==> config.mk <==
export PLATFORM = sky130hd
export DESIGN_NAME = mem_port_arbiter
export DESIGN_NICKNAME = d
export VERILOG_FILES = /design/src/rtl/mem_port_arbiter.sv
export SDC_FILE = /design/constraint.sdc
export NUM_CORES = 1
export LEC_CHECK = 0
export ABC_CLOCK_PERIOD_IN_PS = 7900
export CAP_MARGIN = 15
export CORE_AREA = 2 2 109 111
export DETAILED_ROUTE_END_ITERATION = 10
export DIE_AREA = 0 0 111 113
export GPL_ROUTABILITY_DRIVEN = 0
export MAX_ROUTING_LAYER = met4
export PLACE_DENSITY = 0.81
export SLEW_MARGIN = 20
export SYNTH_ARGS = -nofsm -noshare
export SYNTH_HDL_FRONTEND = slang
export SYNTH_SLANG_ARGS = --single-unit
export TNS_END_PERCENT = 1
==> constraint.sdc <==
create_clock -name clk -period 7.9 [get_ports clk]
set_input_delay 2.37 -clock clk [delete_from_list [all_inputs] [get_ports clk]]
set_output_delay 2.37 -clock clk [all_outputs]
set_load 0.01 [all_outputs]
==> src/rtl/mem_port_arbiter.sv <==
`default_nettype none
// +--------------------------------------------------------------------------+
// | mem_port_arbiter                                                         |
// | Shares one SRAM-like bus between fetch and MEM data ports (data first).  |
// | Revision: 1.0                                                            |
// +--------------------------------------------------------------------------+
module mem_port_arbiter #(
    parameter int ADDR_W = 32,
    parameter int DATA_W = 32
) (
    input  logic                clk,
    input  logic                rst,
    input  logic                i_en,
    input  logic [ADDR_W-1:0]   i_addr,
    output logic [DATA_W-1:0]   i_rdata,
    output logic                i_stall,
    input  logic [1:0]          d_en,
    input  logic [ADDR_W-1:0]   d_addr,
    input  logic [DATA_W-1:0]   d_wdata,
    input  logic [2:0]          d_size,
    input  logic [DATA_W/8-1:0] w_byte_select,
    output logic [DATA_W-1:0]   d_rdata,
    output logic                d_stall,
    output logic                bus_req,
    output logic                bus_wr,
    output logic [2:0]          bus_size,
    output logic [DATA_W/8-1:0] bus_wstrb,
    output logic [ADDR_W-1:0]   bus_addr,
    output logic [DATA_W-1:0]   bus_wdata,
    input  logic                bus_addr_ok,
    input  logic                bus_data_ok,
    input  logic [DATA_W-1:0]   bus_rdata
);

    typedef enum logic [2:0] {
        S_IDLE   = 3'd0,
        S_D_REQ  = 3'd1,
        S_D_WAIT = 3'd2,
        S_I_REQ  = 3'd3,
        S_I_WAIT = 3'd4
    } state_t;

    state_t              state_q, state_d;
    logic                d_done_q, d_done_d;
    logic                i_done_q, i_done_d;
    logic [DATA_W-1:0]   d_buf_q, d_buf_d;
    logic [DATA_W-1:0]   i_buf_q, i_buf_d;

    logic w_d_valid, w_d_pend, w_i_pend;
    logic w_d_fin, w_i_fin;
    logic w_d_stall, w_i_stall, w_advance;
    logic w_sel_d, w_sel_i;

    assign w_d_valid = (d_en == 2'b01) || (d_en == 2'b10);
    assign w_d_pend  = w_d_valid && !d_done_q;
    assign w_i_pend  = i_en && !i_done_q;

    // A port finishes in the cycle its data_ok arrives while we wait on it.
    assign w_d_fin   = (state_q == S_D_WAIT) && bus_data_ok;
    assign w_i_fin   = (state_q == S_I_WAIT) && bus_data_ok;

    assign w_d_stall = w_d_valid && !(d_done_q || w_d_fin);
    assign w_i_stall = i_en && !(i_done_q || w_i_fin);
    assign w_advance = !w_d_stall && !w_i_stall;

    // REQ states keep their grant even if a higher-priority port shows up.
    assign w_sel_d = ((state_q == S_IDLE) && w_d_pend) || (state_q == S_D_REQ);
    assign w_sel_i = ((state_q == S_IDLE) && !w_d_pend && w_i_pend) || (state_q == S_I_REQ);

    always_comb begin
        bus_wr    = 1'b0;
        bus_size  = 3'b010;
        bus_wstrb = '0;
        bus_addr  = '0;
        bus_wdata = '0;
        if (w_sel_d) begin
            bus_wr    = (d_en == 2'b10);
            bus_size  = d_size;
            bus_wstrb = (d_en == 2'b10) ? w_byte_select : '0;
            bus_addr  = d_addr;
            bus_wdata = d_wdata;
        end else if (w_sel_i) begin
            bus_addr  = i_addr;
        end
    end

    assign bus_req = !rst && (w_sel_d || w_sel_i);
    assign d_stall = !rst && w_d_stall;
    assign i_stall = !rst && w_i_stall;
    assign d_rdata = rst ? '0 : (w_d_fin ? bus_rdata : d_buf_q);
    assign i_rdata = rst ? '0 : (w_i_fin ? bus_rdata : i_buf_q);

    always_comb begin
        state_d  = state_q;
        d_done_d = d_done_q;
        i_done_d = i_done_q;
        d_buf_d  = d_buf_q;
        i_buf_d  = i_buf_q;

        case (state_q)
            S_IDLE: begin
                if (w_d_pend)      state_d = bus_addr_ok ? S_D_WAIT : S_D_REQ;
                else if (w_i_pend) state_d = bus_addr_ok ? S_I_WAIT : S_I_REQ;
            end
            S_D_REQ:  if (bus_addr_ok) state_d = S_D_WAIT;
            S_I_REQ:  if (bus_addr_ok) state_d = S_I_WAIT;
            S_D_WAIT: if (bus_data_ok) state_d = S_IDLE;
            S_I_WAIT: if (bus_data_ok) state_d = S_IDLE;
            default:  state_d = S_IDLE;
        endcase

        if (w_d_fin) d_buf_d = bus_rdata;
        if (w_i_fin) i_buf_d = bus_rdata;

        // Done flags hold completed results until the whole pipeline moves.
        if (w_advance) begin
            d_done_d = 1'b0;
            i_done_d = 1'b0;
        end else begin
            if (w_d_fin) d_done_d = 1'b1;
            if (w_i_fin) i_done_d = 1'b1;
        end
    end

    always_ff @(posedge clk or posedge rst) begin
        if (rst) begin
            state_q  <= S_IDLE;
            d_done_q <= 1'b0;
            i_done_q <= 1'b0;
            d_buf_q  <= '0;
            i_buf_q  <= '0;
        end else begin
            state_q  <= state_d;
            d_done_q <= d_done_d;
            i_done_q <= i_done_d;
            d_buf_q  <= d_buf_d;
            i_buf_q  <= i_buf_d;
        end
    end

endmodule
`default_nettype wire

==> results.md <==
- Post-Syn Area: 0.00403 mm2
- First-pass GRT wire length: approximately 25000 um
- Post-Route WL: approximately 17000 um
- CTS sink count: between 60 and 70
- DIE WIDTH: around 110 um
- Gr usage total: 0.278
- Critical path class: in2out
- CTS tree: yes
- Cell mode on critical path: clkdlybuf4s50_1
- Slew margin rel.: 0.634
- Layout Skew: 4.03 ps
- CP required: around 5500 ps
- RSZ-0062 raised after global routing: no
- Utilization after layout: 0.639
- Largest cells by area after synthesis: dfrtp_1 (43%), mux2_4 (20%), and2_1 (15%)
- Initial antenna violation count: 3
- Num rows: 39
- Post-synth EDFFs: 0
- Crit path DAT: between 4000 and 5000 ps
- Fmax: about 140 MHz
- Vias: approximately 3700
- Leading register cell type out of synthesis: dfrtp_1
- Leakage power: between 3 and 4 nW
- Area leader, netlist: dfrtp_1
- Type of the worst min-delay path: reg2reg
- DRT Pass-1 Iters: 4
- Top-area cell type share of the netlist area: 0.428
- Pwr dens: ~360 mW/mm2
- Share of cells above drive strength 1: 0.156
- Total power: ~0.0026 W
- Synth top cells by count: and2_1 (99), dfrtp_1 (69), mux2_4 (55)
- Status: complete, no violations
- Initial Util: 0.358
- Final hold vios: 0
- Cells after synthesis: ~330
- Final setup violation count: 0
- Drt drc: 0
- CP max stage cell: clkdlybuf4s50_1
- Synthesized Nets: 476
- Worst-path cell chain: clkdlybuf4s50_1 -> inv_1 -> ha_1 -> o21ba_2 -> nor3_4 -> buf_12 -> and3_1 -> clkdlybuf4s50_1
- Mean post-synth cell area: about 12 um2
- Placed instance area: about 0.0069 mm2
- CTS H-tree lvls: 3
- Remaining Overflow, GRT: 0
- Final net count: about 750
- CP peak stage delay: between 500 and 600 ps
- Setup TNS: 0 ps
- Vias in the first global route: a little under 4000
- Max-cap viol count: 0
- Distinct cells, synth: 31
- Setup bufs post-CTS: 0
- Synth-to-layout area growth: 78.7%
- # resized after CTS: 0
- Tcrit/Tclk final: 0.917
- Clock transition at path regs: around 60 ps
- Worst skew pair latency: 320 ps
- DR vias/cell: 4.87
- Post-CTS Hold Fix Bufs: 0
- Detailed placer's ending HPWL: 14000 um
- Largest net degree at the start of global routing: between 60 and 70
- Layout fillers: 894
- IO Count: ~280
- Slew @ Worst Pin: 548 ps
- Top-count cell post-synth: and2_1
- Core ar.: roughly 0.011 mm2
- Max clock buf depth: 2
- Die height: 113 um
- Port bufs: 280
- Sequential area share after synthesis: 0.428
- Ys async rst share: 1.00
- CP endpoint kind: primary output
- Antenna Nets Post-Route: 0
- Die Area: about 0.013 mm2
- Cts bufs inserted: 9
- Drt first-iter violations: roughly 190
- IR drop worst, VDD: between 200 and 250 uV
- Routed WL per cell: roughly 22 um
- Post-route cell area: just over 0.007 mm2
- Count of final max-slew check failures: 0
- Crit path launch type: input pin
- YS warnings: 0
- Reg2Reg Setup Slack: 6120 ps
- Synthesis-stage register bit count: 69
- Critical Path Fanout Max: between 60 and 70
- Crit path time final: ~7200 ps
- CTS Root Cell: clkbuf_16
==> metrics by stage <==
stage | instances | setup WS [ps] | hold WS [ps]
2_1_floorplan | 332 | 572 | 464
3_3_place_gp | 736 | 764 | 473
3_5_place_dp | 736 | 662 | 475
4_1_cts | 752 | 663 | 490
5_1_grt | 755 | 536 | 500
6_report | 755 | 656 | 489
==> sequential cells by signal (all words and copies together), names as in the netlist <==
| register | cells |
|---|---|
| d_done_q | 1 |
| i_buf_q | 32 |
| state_q | 3 |
| d_buf_q | 32 |
| i_done_q | 1 |
==> cell families after synthesis <==
family                     after synthesis  share of synthesized area
DFF                                     69                      0.428
and+or+nand+nor                        128                      0.199
adders and majority gates                2                    0.00620
buffers and inverters                   31                     0.0543
muxes                                   65                      0.232
AOI/OAI and AO/OA                       37                     0.0801
==> report_power, final <==
group | total [W] | switching, W | internal (W) | leakage, nW
Sequential | 0.000600 | 0.0000727 | 0.000527 | 0.835
Clock | 0.000390 | 0.000147 | 0.000242 | 0.145
Combinational | 0.00157 | 0.000633 | 0.000941 | 2.03
==> worst max-delay path: cells and delay by family <==
kind / cells / cell delay (ps)
AOI/OAI and AO/OA: 1 / 230
adders and majority gates: 1 / 300
and+or+nand+nor: 2 / 630
buffers and inverters: 4 / 1320
==> final cells by class <==
cell class              instances  area (um2)  share of cell area
diodes                          3        7.51             0.00104
clock buffers                   9         225              0.0313
clock inverters                 7        66.3             0.00920
inverters                       3        12.5             0.00174
multi-input cells             232        2090               0.291
flip-flops and latches         69        1730               0.240
well taps                     143         179              0.0248
repair buffers                289        2900               0.402
==> final timing paths <==
kind | from | end | cells after the start
max in group asynchronous | rst | d_buf_q[29] | 3
setup reg to reg | state_q[0] | d_buf_q[2] | 3
setup / recovery | d_en[0] | bus_wstrb[2] | 8
hold reg to reg | d_buf_q[8] | d_buf_q[8] | 1
hold / removal | d_buf_q[8] | d_buf_q[8] | 1
min in group asynchronous | rst | d_buf_q[2] | 2
==> routing by layer <==
| layer | share of wire | vias to the layer above | global-route usage | wire length (um) |
|---|---|---|---|---|
| li1 | - | 1692 | - | - |
| met1 | 0.42 | 1788 | 0.332 | 7010 |
| met2 | 0.50 | 173 | 0.473 | 8420 |
| met3 | 0.058 | 22 | 0.0632 | 984 |
| met4 | 0.025 | 0 | 0.0817 | 427 |
| met5 | 0 | - | - | 0 |
==> placed cells by master (no fill, tap or decap), drive strengths merged, types with 2 or more instances in the layout <==
master and instances:
clkdlybuf4s50 280, and3 4, nor2b 2, nand2b 3, nor3 4, buf 9, clkinv 6, a22o 32
and2 99, and4bb 2, nor2 6, diode 3, ha 2, dfrtp 69, mux2 64, inv 2
clkbuf 9, nor4 3
No activity file was read; power rests on OpenSTA's default activity.
